--- config.mk ---
export PLATFORM = sky130hd
export DESIGN_NAME = mc_control_fsm
export DESIGN_NICKNAME = d
export VERILOG_FILES = /design/src/rtl/mc_control_fsm_pkg.sv /design/src/rtl/mc_wait_timer.sv /design/src/rtl/mc_control_fsm.sv
export SDC_FILE = /design/constraint.sdc
export NUM_CORES = 1
export LEC_CHECK = 0
export CAP_MARGIN = 20
export CORE_ASPECT_RATIO = 2
export CORE_MARGIN = 10
export CORE_UTILIZATION = 26
export CTS_CLUSTER_SIZE = 40
export DETAILED_ROUTE_END_ITERATION = 8
export HOLD_SLACK_MARGIN = 0.02
export SYNTH_ARGS = -nofsm -noshare
export SYNTH_HDL_FRONTEND = slang
export SYNTH_HIERARCHICAL = 1
export SYNTH_SLANG_ARGS = --single-unit
--- constraint.sdc ---
create_clock -name clk -period 3.35 [get_ports clk]
set_input_delay 0.67 -clock clk [delete_from_list [all_inputs] [get_ports clk]]
set_output_delay 0.67 -clock clk [all_outputs]
set_load 0.05 [all_outputs]
--- src/rtl/mc_control_fsm_pkg.sv ---
// Shared encodings for the multi-cycle MIPS control sequencer:
// state codes, PC-source and write-back select codes, and the control strobe bundle.
package mc_control_fsm_pkg;

    localparam logic [2:0] ST_IDLE   = 3'd0;
    localparam logic [2:0] ST_FETCH  = 3'd1;
    localparam logic [2:0] ST_DECODE = 3'd2;
    localparam logic [2:0] ST_EXEC   = 3'd3;
    localparam logic [2:0] ST_MEM    = 3'd4;
    localparam logic [2:0] ST_WB     = 3'd5;
    localparam logic [2:0] ST_HALT   = 3'd6;

    localparam logic [1:0] PCSEL_PLUS4  = 2'd0;
    localparam logic [1:0] PCSEL_BRANCH = 2'd1;
    localparam logic [1:0] PCSEL_JUMP   = 2'd2;

    localparam logic WBSEL_ALU = 1'b0;
    localparam logic WBSEL_MEM = 1'b1;

    typedef struct packed {
        logic       imem_req;
        logic       dmem_req;
        logic       dmem_we;
        logic       ir_we;
        logic       pc_we;
        logic [1:0] pc_sel;
        logic       rf_we;
        logic       wb_sel;
        logic       alu_src_sel;
    } ctrl_t;

    // States in which the sequencer is waiting on a memory handshake.
    function automatic logic is_wait_state(input logic [2:0] st);
        return (st == ST_FETCH) || (st == ST_MEM);
    endfunction

endpackage

--- src/rtl/mc_wait_timer.sv ---
// Memory-handshake wait timer shared by FETCH and MEM; expired_o flags the
// last permitted wait cycle so the FSM can trap a missing ack.
module mc_wait_timer #(
    parameter int MEM_TIMEOUT = 16
) (
    input  logic clk,
    input  logic rst_n,
    input  logic clr_i,
    input  logic en_i,
    output logic expired_o
);

    localparam int TW = (MEM_TIMEOUT > 2) ? $clog2(MEM_TIMEOUT) : 1;
    localparam logic [TW-1:0] LIMIT = TW'(MEM_TIMEOUT - 1);

    logic [TW-1:0] cnt_q;
    logic [TW-1:0] cnt_d;

    // Saturates at the limit so the count can never wrap back under it.
    always_comb begin
        cnt_d = cnt_q;
        if (clr_i) begin
            cnt_d = '0;
        end else if (en_i && (cnt_q != LIMIT)) begin
            cnt_d = cnt_q + TW'(1);
        end
    end

    always_ff @(posedge clk or negedge rst_n) begin
        if (!rst_n) begin
            cnt_q <= '0;
        end else begin
            cnt_q <= cnt_d;
        end
    end

    assign expired_o = (cnt_q == LIMIT);

endmodule

--- src/rtl/mc_control_fsm.sv ---
// Multi-cycle MIPS control sequencer: steps each instruction through
// FETCH/DECODE/EXEC/MEM/WB, drives datapath enables and counts retirements.
module mc_control_fsm
    import mc_control_fsm_pkg::*;
#(
    parameter int MEM_TIMEOUT = 16,
    parameter int CNT_W       = 32
) (
    input  logic             clk,
    input  logic             rst_n,
    input  logic             run,
    input  logic             dec_jump,
    input  logic             dec_branch,
    input  logic             dec_memtoreg,
    input  logic             dec_memwrite,
    input  logic             dec_regwrite,
    input  logic             dec_alusrc,
    input  logic             branch_taken,
    input  logic             imem_ack,
    input  logic             dmem_ack,
    output logic             imem_req,
    output logic             dmem_req,
    output logic             dmem_we,
    output logic             ir_we,
    output logic             pc_we,
    output logic [1:0]       pc_sel,
    output logic             rf_we,
    output logic             wb_sel,
    output logic             alu_src_sel,
    output logic [2:0]       state,
    output logic             busy,
    output logic             bus_err,
    output logic [CNT_W-1:0] instret
);

    // state  | meaning
    // IDLE   | stopped between instructions, waiting for run
    // FETCH  | instruction fetch request outstanding
    // DECODE | decoder flags settle; jumps retire here
    // EXEC   | ALU cycle; branches and nops retire here
    // MEM    | data memory access outstanding; stores retire here
    // WB     | register file write; loads and ALU ops retire here
    // HALT   | bus timeout trapped, held until reset

    logic [2:0]       state_q;
    logic [2:0]       state_d;
    logic             bus_err_q;
    logic             bus_err_d;
    logic [CNT_W-1:0] instret_q;
    logic [CNT_W-1:0] instret_d;

    ctrl_t      ctrl;
    logic [2:0] retire_state;
    logic       timeout;
    logic       wait_ack;
    logic       in_wait;
    logic       tmr_expired;

    assign in_wait  = is_wait_state(state_q);
    assign wait_ack = ((state_q == ST_FETCH) && imem_ack) ||
                      ((state_q == ST_MEM)   && dmem_ack);

    mc_wait_timer #(
        .MEM_TIMEOUT (MEM_TIMEOUT)
    ) u_wait_timer (
        .clk       (clk),
        .rst_n     (rst_n),
        .clr_i     (!in_wait || wait_ack),
        .en_i      (in_wait && !wait_ack),
        .expired_o (tmr_expired)
    );

    // run only matters at an instruction boundary, i.e. on the retire cycle.
    assign retire_state = run ? ST_FETCH : ST_IDLE;

    always_comb begin
        state_d = state_q;
        ctrl    = '0;
        timeout = 1'b0;
        unique case (state_q)
            ST_IDLE: begin
                if (run) begin
                    state_d = ST_FETCH;
                end
            end
            ST_FETCH: begin
                ctrl.imem_req = 1'b1;
                if (imem_ack) begin
                    ctrl.ir_we = 1'b1;
                    state_d    = ST_DECODE;
                end else if (tmr_expired) begin
                    timeout = 1'b1;
                end
            end
            ST_DECODE: begin
                if (dec_jump) begin
                    ctrl.pc_we  = 1'b1;
                    ctrl.pc_sel = PCSEL_JUMP;
                    state_d     = retire_state;
                end else begin
                    state_d = ST_EXEC;
                end
            end
            ST_EXEC: begin
                ctrl.alu_src_sel = dec_alusrc;
                if (dec_branch) begin
                    ctrl.pc_we  = 1'b1;
                    ctrl.pc_sel = branch_taken ? PCSEL_BRANCH : PCSEL_PLUS4;
                    state_d     = retire_state;
                end else if (dec_memtoreg || dec_memwrite) begin
                    state_d = ST_MEM;
                end else if (dec_regwrite) begin
                    state_d = ST_WB;
                end else begin
                    ctrl.pc_we  = 1'b1;
                    ctrl.pc_sel = PCSEL_PLUS4;
                    state_d     = retire_state;
                end
            end
            ST_MEM: begin
                ctrl.dmem_req = 1'b1;
                ctrl.dmem_we  = dec_memwrite;
                if (dmem_ack) begin
                    if (dec_memtoreg) begin
                        state_d = ST_WB;
                    end else begin
                        ctrl.pc_we  = 1'b1;
                        ctrl.pc_sel = PCSEL_PLUS4;
                        state_d     = retire_state;
                    end
                end else if (tmr_expired) begin
                    timeout = 1'b1;
                end
            end
            ST_WB: begin
                ctrl.rf_we  = 1'b1;
                ctrl.wb_sel = dec_memtoreg ? WBSEL_MEM : WBSEL_ALU;
                ctrl.pc_we  = 1'b1;
                ctrl.pc_sel = PCSEL_PLUS4;
                state_d     = retire_state;
            end
            ST_HALT: begin
                state_d = ST_HALT;
            end
            default: begin
                state_d = ST_IDLE;
            end
        endcase
        if (timeout) begin
            state_d = ST_HALT;
        end
    end

    assign bus_err_d = bus_err_q | timeout;
    assign instret_d = ctrl.pc_we ? (instret_q + {{(CNT_W-1){1'b0}}, 1'b1}) : instret_q;

    always_ff @(posedge clk or negedge rst_n) begin
        if (!rst_n) begin
            state_q   <= ST_IDLE;
            bus_err_q <= 1'b0;
            instret_q <= '0;
        end else begin
            state_q   <= state_d;
            bus_err_q <= bus_err_d;
            instret_q <= instret_d;
        end
    end

    assign imem_req    = ctrl.imem_req;
    assign dmem_req    = ctrl.dmem_req;
    assign dmem_we     = ctrl.dmem_we;
    assign ir_we       = ctrl.ir_we;
    assign pc_we       = ctrl.pc_we;
    assign pc_sel      = ctrl.pc_sel;
    assign rf_we       = ctrl.rf_we;
    assign wb_sel      = ctrl.wb_sel;
    assign alu_src_sel = ctrl.alu_src_sel;
    assign state       = state_q;
    assign busy        = (state_q != ST_IDLE) && (state_q != ST_HALT);
    assign bus_err     = bus_err_q;
    assign instret     = instret_q;

endmodule

### Word-level counts from Yosys, hierarchy flattened

Cells that the tools add are included.

| word-level totals | value |
|---|---|
| register bits after elaboration | 40 |
| input port bits | 12 |
| output and inout port bits | 47 |

| operators by class | value |
|---|---|
| add/subtract/negate cells | 2 |
| equality and inequality tests | 12 |
| multiplexer cells | 32 |
| bitwise gates (word level) | 1 |
| reduce and logical (&&, ||, !) cells | 15 |

Operators by type and width:

| cell | number |
|---|---|
| $mux W3 | 14 |
| $add A32 B1 Y32 const B | 1 |
| $pmux W3 S7 | 1 |
| $ne A3 B3 Y1 const B | 4 |
| $pmux W3 S4 | 1 |
| $mux W1 | 10 |
| $eq A3 B3 Y1 const B | 3 |
| $mux W4 | 2 |
| $eq A3 B2 Y1 const B | 2 |
| $mux W2 | 3 |
| $logic_and A1 B1 Y1 | 5 |
| $add A4 B1 Y4 const B | 1 |
| $eq A4 B4 Y1 const B | 1 |
| $logic_or A1 B1 Y1 | 4 |
| $ne A4 B4 Y1 const B | 1 |
| $eq A3 B1 Y1 const B | 1 |
| $logic_not A3 Y1 | 1 |
| $reduce_and A3 Y1 | 1 |
| $reduce_bool A3 Y1 | 1 |
| $logic_not A1 Y1 | 2 |
| $pmux W1 S2 | 1 |
| $reduce_bool A2 Y1 | 1 |
| $or A1 B1 Y1 | 1 |

### Longest topological paths before layout

Gate-level depths: netlist (run 1).

| depth | value |
|---|---|
| word-level depth | 8 |
| depth in mapped cells | 7 |
| mapped depth without buffers | 6 |

### Modules after synthesis

Netlist (run 1), hierarchy kept.

Modules (own cells, without submodules):

| module | times used | cells an instance | area each (µm²) |
|---|---|---|---|
| mc_control_fsm | 1 | 184 | 1878.1 |
| mc_wait_timer | 1 | 20 | 229.0 |

### Worst setup path after synthesis (run 1)

Ideal clock, no wire load.

| path | value |
|---|---|
| path type | register to output |
| start | register state_q[2] (netlist: state[2]) |
| end | output port wb_sel |
| arrival time | 2727 ps |
| data required time | 2680 ps |
| slack | -47 ps |
| stages on the path, launching flop included | 4 |
| path through | dfrtp_1 -> clkbuf_1 -> nor3b_1 -> and2_1 |

| on the way | value |
|---|---|
| cells in the longest elaborated chain, start to end | 2 |

RTL lines:

| item | line | source |
|---|---|---|
| from (decl) | mc_control_fsm.sv:45 | `logic [2:0] state_q;` |
| from (signal assigned) | mc_control_fsm.sv:163 | `state_q <= state_d;` |
| $eq A3 B3 Y1 | mc_control_fsm.sv:80 | `unique case (state_q)` |
| $mux W2 | mc_control_fsm.sv:80 |  |
| to (decl) | mc_control_fsm.sv:28 | `output logic wb_sel,` |

No other way between the ends.

### Worst setup path after layout (run 1)

| path | value |
|---|---|
| start | register state_q[1] (netlist: state[1]) |
| end | output port pc_sel[0] |

| on the way | value |
|---|---|
| cells in the longest elaborated chain, start to end | 2 |
| elaborated cells between the ends (all ways) | 5 |

RTL lines:

| item | line | source |
|---|---|---|
| $eq A3 B3 Y1 / $eq A3 B2 Y1 (equally long branches) | mc_control_fsm.sv:80 |  |
| $pmux W3 S4 * | mc_control_fsm.sv:80 |  |
| to (decl) | mc_control_fsm.sv:26 | `output logic [1:0] pc_sel,` |

Every way passes the cells marked *; elsewhere a longest branch is shown, timed or not.

==> results of run 1 <==
-- cell families (layout without fill, tap and decap cells) --
| group | count (synthesis) | after routing | synth area share [%] |
|---|---|---|---|
| adder cells (fa/ha/maj) | 2 | 2 | 1.187 |
| AND/OR/NAND/NOR | 97 | 97 | 27.67 |
| buffers and inverters | 10 | 71 | 1.841 |
| multiplexers | 4 | 4 | 2.256 |
| XOR/XNOR | 31 | 31 | 12.89 |
| flip-flops | 40 | 40 | 47.51 |
| AO/OA/AOI/OAI | 20 | 20 | 6.651 |
-- registers in the layout, summed over array words and instances, names as in the netlist --
register / cells
instret: 32
u_wait_timer/cnt_q: 4
state: 3
bus_err: 1
-- final timing paths --
check                      startpoint          end  cells past startpoint
max in group asynchronous       rst_n  instret[27]                      1
setup / recovery             state[1]    pc_sel[0]                      3
hold reg to reg               bus_err      bus_err                      1
min in group asynchronous       rst_n   instret[7]                      1
setup reg to reg             state[1]  instret[16]                      6
hold / removal                bus_err      bus_err                      1
-- area by class of cell --
class / instances / area (um^2) / share of cell area (%)
Multi-Input combinational cell: 154 / 1077 / 36.47
Sequential cell: 40 / 1001 / 33.88
Timing Repair Buffer: 60 / 598.1 / 20.25
Clock buffer: 8 / 146.4 / 4.956
Tap cell: 96 / 120.1 / 4.066
Inverter: 3 / 11.26 / 0.3812
-- layout by cell type (no fill, tap or decap), types with 6 or more instances in the layout --
master,n
nand4_1,13
dfrtp_1,40
xnor2_1,30
clkdlybuf4s50_1,55
nor2_1,7
nand3_1,18
nand2_1,12
and3_1,10
nor2b_1,6
-- power groups by stage --
stage | sequential, mW | combinational (mW) | clock [mW]
after floorplan | 0.723 | 0.349 | 0
after global routing | 0.620 | 0.761 | 0.511
final | 0.606 | 0.714 | 0.474
after CTS | 0.608 | 0.727 | 0.491
after detailed placement | 0.616 | 0.724 | 0
after global placement | 0.616 | 0.722 | 0
-- metal layers --
| layer | wire, um | part of all wire [%] |
|---|---|---|
| met5 | 0 | 0 |
| met4 | 127 | 2.2 |
| met3 | 255 | 4.4 |
| met2 | 3373 | 58 |
| met1 | 2013 | 35 |
==> results.json, run 1 <==
{
  "status": "completed",
  "use_met3_pct": 2.547,
  "worstSetupPathType": "reg2out",
  "worst_setup_path_end_kind": "primary output",
  "rsz0062_at_grt": "no",
  "placedCellCount": 353,
  "leakagePower_nw": 1.211,
  "crit_chain": "nor2b_1 -> and4_1 -> clkdlybuf4s50_1",
  "hold_viol": 0,
  "crit_fanout": 13,
  "clk_pin_slew_ps": 50,
  "syn_avg_cell_area_um2": 10.33,
  "synth_edf_count": 0,
  "gp_congestion": 0.8150,
  "finalClockSkew_ps": 5.397,
  "grt_pass1_wl_um": 9459,
  "grt_usage_pct": 9.389,
  "groute.layer.met2.usage_pct": 17.87,
  "clkLatencyLatePin_ps": 280,
  "drt-vias-per-instance": 4.889,
  "cts_buffer_depth": 2,
  "dr.pass1.iters": 4,
  "whs_ps": 470.8,
  "crit_arrival_ps": 2340,
  "cts_root_buf": "clkbuf_16",
  "ys_top_cells_by_area": "dfrtp_1, xnor2_1, nand3_1",
  "fp.dieH_um": 147.3,
  "cap_viol_max_count": 0,
  "path_delay_family": "buffers and inverters",
  "num_vias": 1765,
  "cts_tree": "built",
  "finalNonFillerCells": 361,
  "power_frac_seq_pct": 33.8,
  "num_io_pins": 59,
  "drc": 0,
  "power.density_nw_per_um2": 607.1,
  "power.total_mw": 1.794,
  "synth.distinct_cells": 39,
  "synth_top_area_share_pct": 47.51,
  "die_area_um2": 12320,
  "tightest_slew_ps": 902.4,
  "yosysTopAreaCell": "dfrtp_1",
  "hp-class": "reg2reg",
  "holdBufCountCts": 0,
  "r2r_setup_slack_ps": 1120,
  "min_period_ps": 3014,
  "wl_per_cell_um": 15.98,
  "setup_tns_ps": 0,
  "yosysWarnings": 6,
  "grt_max_degree": 41,
  "grt.overflow.total": 0,
  "fin_crit_sh_pct": 89.98,
  "n_fill_cell": 823,
  "grt_pass1_vias": 1823,
  "post-route-worst-setup-slack_ps": 335.6,
  "final_cell_area_um2": 2954,
  "floorplan.initialDensity_pct": 26.53,
  "drtIter0Drc": 69,
  "synth-main-ff-cell": "dfrtp_1",
  "cts_buffers": 5,
  "critPathMaxStageDelay_ps": 800,
  "clkSinkCount": 40,
  "final_nets": 278,
  "setup_viol": 0,
  "max-vdd-ir-drop_uv": 373.7,
  "pre_cts_ws_ps": 350.8,
  "drive_gt1_share_pct": 9.057,
  "cp.buffers_inverters": 1,
  "dpl.hpwl_um": 4465,
  "htree_levels": 2,
  "async_flop_share_pct": 100.0,
  "diodes": 0,
  "dpl-instance-area_um2": 2808,
  "synthCells": 204,
  "power_frac_comb_pct": 39.8,
  "switchingPower_mw": 0.7190,
  "switching_share_pct": 40.09,
  "required_ps": 2680,
  "row_count": 46,
  "postCtsSetupBuffers": 0,
  "critPathLaunchType": "flop",
  "slew_headroom_pct": 39.84,
  "syn_area_um2": 2107,
  "portBuffers": 58,
  "cell_internal_pwr_mw": 1.075,
  "syn-num-nets": 218,
  "drv_slew": 0,
  "dieWidth_um": 83.66,
  "wl_um": 5770,
  "grt-busiest-layer": "met2",
  "slowest_stage": "clkdlybuf4s50_1",
  "fmax_mhz": 331.7,
  "antenna_found_initial": 0,
  "yosys-top-cells-count": "dfrtp_1, xnor2_1, nand3_1",
  "post_cts_resize_count": 0,
  "ys_seq_elements": 40,
  "synth_most_common_cell": "dfrtp_1",
  "pwr-share-clk_pct": 26.4,
  "synth-seq-area-share_pct": 47.51,
  "fin_util_pct": 37.19,
  "final_antenna_net_count": 0,
  "core_um2": 7943,
  "syn_to_final_growth_pct": 40.20,
  "grt_use_met1_pct": 8.795
}
No activity file was read; power rests on OpenSTA's default activity.
==> run 2, diff against run 1 <==
--- a/config.mk
+++ b/config.mk
@@ -8,10 +8,12 @@
 export CAP_MARGIN = 20
 export CORE_ASPECT_RATIO = 2
 export CORE_MARGIN = 10
-export CORE_UTILIZATION = 26
+export CORE_UTILIZATION = 51
 export CTS_CLUSTER_SIZE = 40
 export DETAILED_ROUTE_END_ITERATION = 8
 export HOLD_SLACK_MARGIN = 0.02
+export PLACE_DENSITY = 0.84
+export RECOVER_POWER = 100
 export SYNTH_ARGS = -nofsm -noshare
 export SYNTH_HDL_FRONTEND = slang
 export SYNTH_HIERARCHICAL = 1
==> results.json, run 2 (same netlist as run 1, synthesis figures left out) <==
{
  "drc": 0,
  "min_period_ps": 2984,
  "crit_arrival_ps": 2310,
  "setup_viol": 0,
  "drive_gt1_share_pct": 8.614,
  "grt_max_degree": 41,
  "dpl.hpwl_um": 4118,
  "post_cts_resize_count": 0,
  "critPathMaxStageDelay_ps": 880,
  "drv_slew": 41,
  "final_nets": 280,
  "cts_buffers": 5,
  "wl_um": 5392,
  "drt-vias-per-instance": 5.655,
  "antenna_found_initial": 0,
  "grt_pass1_wl_um": 9018,
  "post-route-worst-setup-slack_ps": 366.4,
  "cp_common_cell": "dlygate4sd3_1",
  "hp-class": "reg2reg",
  "fmax_mhz": 335.2,
  "layout_commonest_cell": "dlygate4sd3_1",
  "drtIter0Drc": 50,
  "final_antenna_net_count": 0,
  "worst_setup_path_end_kind": "primary output",
  "dr.pass1.iters": 4,
  "n_fill_cell": 353,
  "num_io_pins": 59,
  "clk_pin_slew_ps": 80,
  "slew_headroom_pct": -37.88,
  "row_count": 33,
  "grt_usage_pct": 15.12,
  "cp.buffers_inverters": 2,
  "final_cell_mix": "dlygate4sd3_1, dfrtp_1, xnor2_1",
  "power.density_nw_per_um2": 599.9,
  "setup_tns_ps": 0,
  "dieWidth_um": 65.45,
  "portBuffers": 58,
  "whs_ps": 473.6,
  "leakagePower_nw": 1.330,
  "hold_viol": 0,
  "tightest_slew_ps": 2068,
  "syn_to_final_growth_pct": 35.81,
  "clkSinkCount": 40,
  "num_vias": 1804,
  "seq_area_um2": 1001,
  "placedCellCount": 311,
  "largest_reg_flops": 32,
  "clkLatencyLatePin_ps": 290,
  "rsz0062_at_grt": "no",
  "critPathLaunchType": "input pin",
  "core_um2": 4046,
  "slowest_stage": "dlygate4sd3_1",
  "grt.overflow.total": 0,
  "finalNonFillerCells": 319,
  "cts_root_buf": "clkbuf_8",
  "cts_tree": "built",
  "gp_congestion": 0.7838,
  "multi_input_area_um2": 1052,
  "required_ps": 2680,
  "crit_chain": "dlygate4sd3_1 -> and2_1 -> dlygate4sd3_1",
  "diodes": 0,
  "fin_util_pct": 70.72,
  "status": "finished with violations",
  "worstSetupPathType": "in2out",
  "grt_pass1_vias": 1875,
  "cap_viol_max_count": 1,
  "cts_buffer_depth": 2,
  "postCtsSetupBuffers": 0,
  "fp.dieH_um": 110.9,
  "floorplan.initialDensity_pct": 52.07,
  "finalClockSkew_ps": 6.306,
  "crit_fanout": 3,
  "max-vdd-ir-drop_uv": 518.8,
  "path_delay_family": "buffers and inverters",
  "holdBufCountCts": 0,
  "wl_per_cell_um": 16.90,
  "die_area_um2": 7258,
  "fin_crit_sh_pct": 89.06,
  "pre_cts_ws_ps": 409.5,
  "htree_levels": 2,
  "violations": "max-capacitance violations, max-slew violations"
}
-- run 2: cell count changes in the layout (fill, tap and decap cells not counted), sizes merged --
cell | previous run | this run
buf | 5 | 4
clkinv | 0 | 1
dlygate4sd3 | 0 | 48
bufinv | 0 | 1
clkdlybuf4s50 | 55 | 8
-- run 2: per-layer routing --
layer	routed length [um]	vias up	track usage, %
li1	-	856	-
met1	1924	874	15.49
met2	2900	62	26.06
met3	433	12	5.870
met4	134	0	6.178
met5	0	-	0
-- run 2: power by group --
group / total, mW / switching [mW] / leakage, nW / internal (mW)
sequential: 0.581 / 0.0563 / 0.548 / 0.525
clock: 0.410 / 0.166 / 0.0614 / 0.244
combinational: 0.726 / 0.491 / 0.720 / 0.235
-- run 2: through the flow --
stage,instance area [um^2],power [mW]
5_1_grt,2861,1.806
6_report,2861,1.717
3_3_place_gp,2770,1.346
3_5_place_dp,2770,1.348
4_1_cts,2892,1.764
2_1_floorplan,2117,1.072
-- run 2: path summary, 6_finish.rpt --
check                      startpoint     endpoint  slack, ps  depth (start not counted)
setup / recovery             imem_ack        ir_we        370                          3
setup reg to reg           instret[9]  instret[31]        780                          5
max in group asynchronous       rst_n  instret[16]       1200                          1
min in group asynchronous       rst_n  instret[29]        970                          1
hold reg to reg               bus_err      bus_err        470                          1
hold / removal                bus_err      bus_err        470                          1
-- run 2: final cells by class --
class | count | area share [%]
inverters | 3 | 0.3935
flip-flops and latches | 40 | 34.98
well taps | 52 | 2.274
clock inverters | 2 | 1.355
multi-input cells | 154 | 36.77
clock buffers | 6 | 2.886
repair buffers | 62 | 21.34
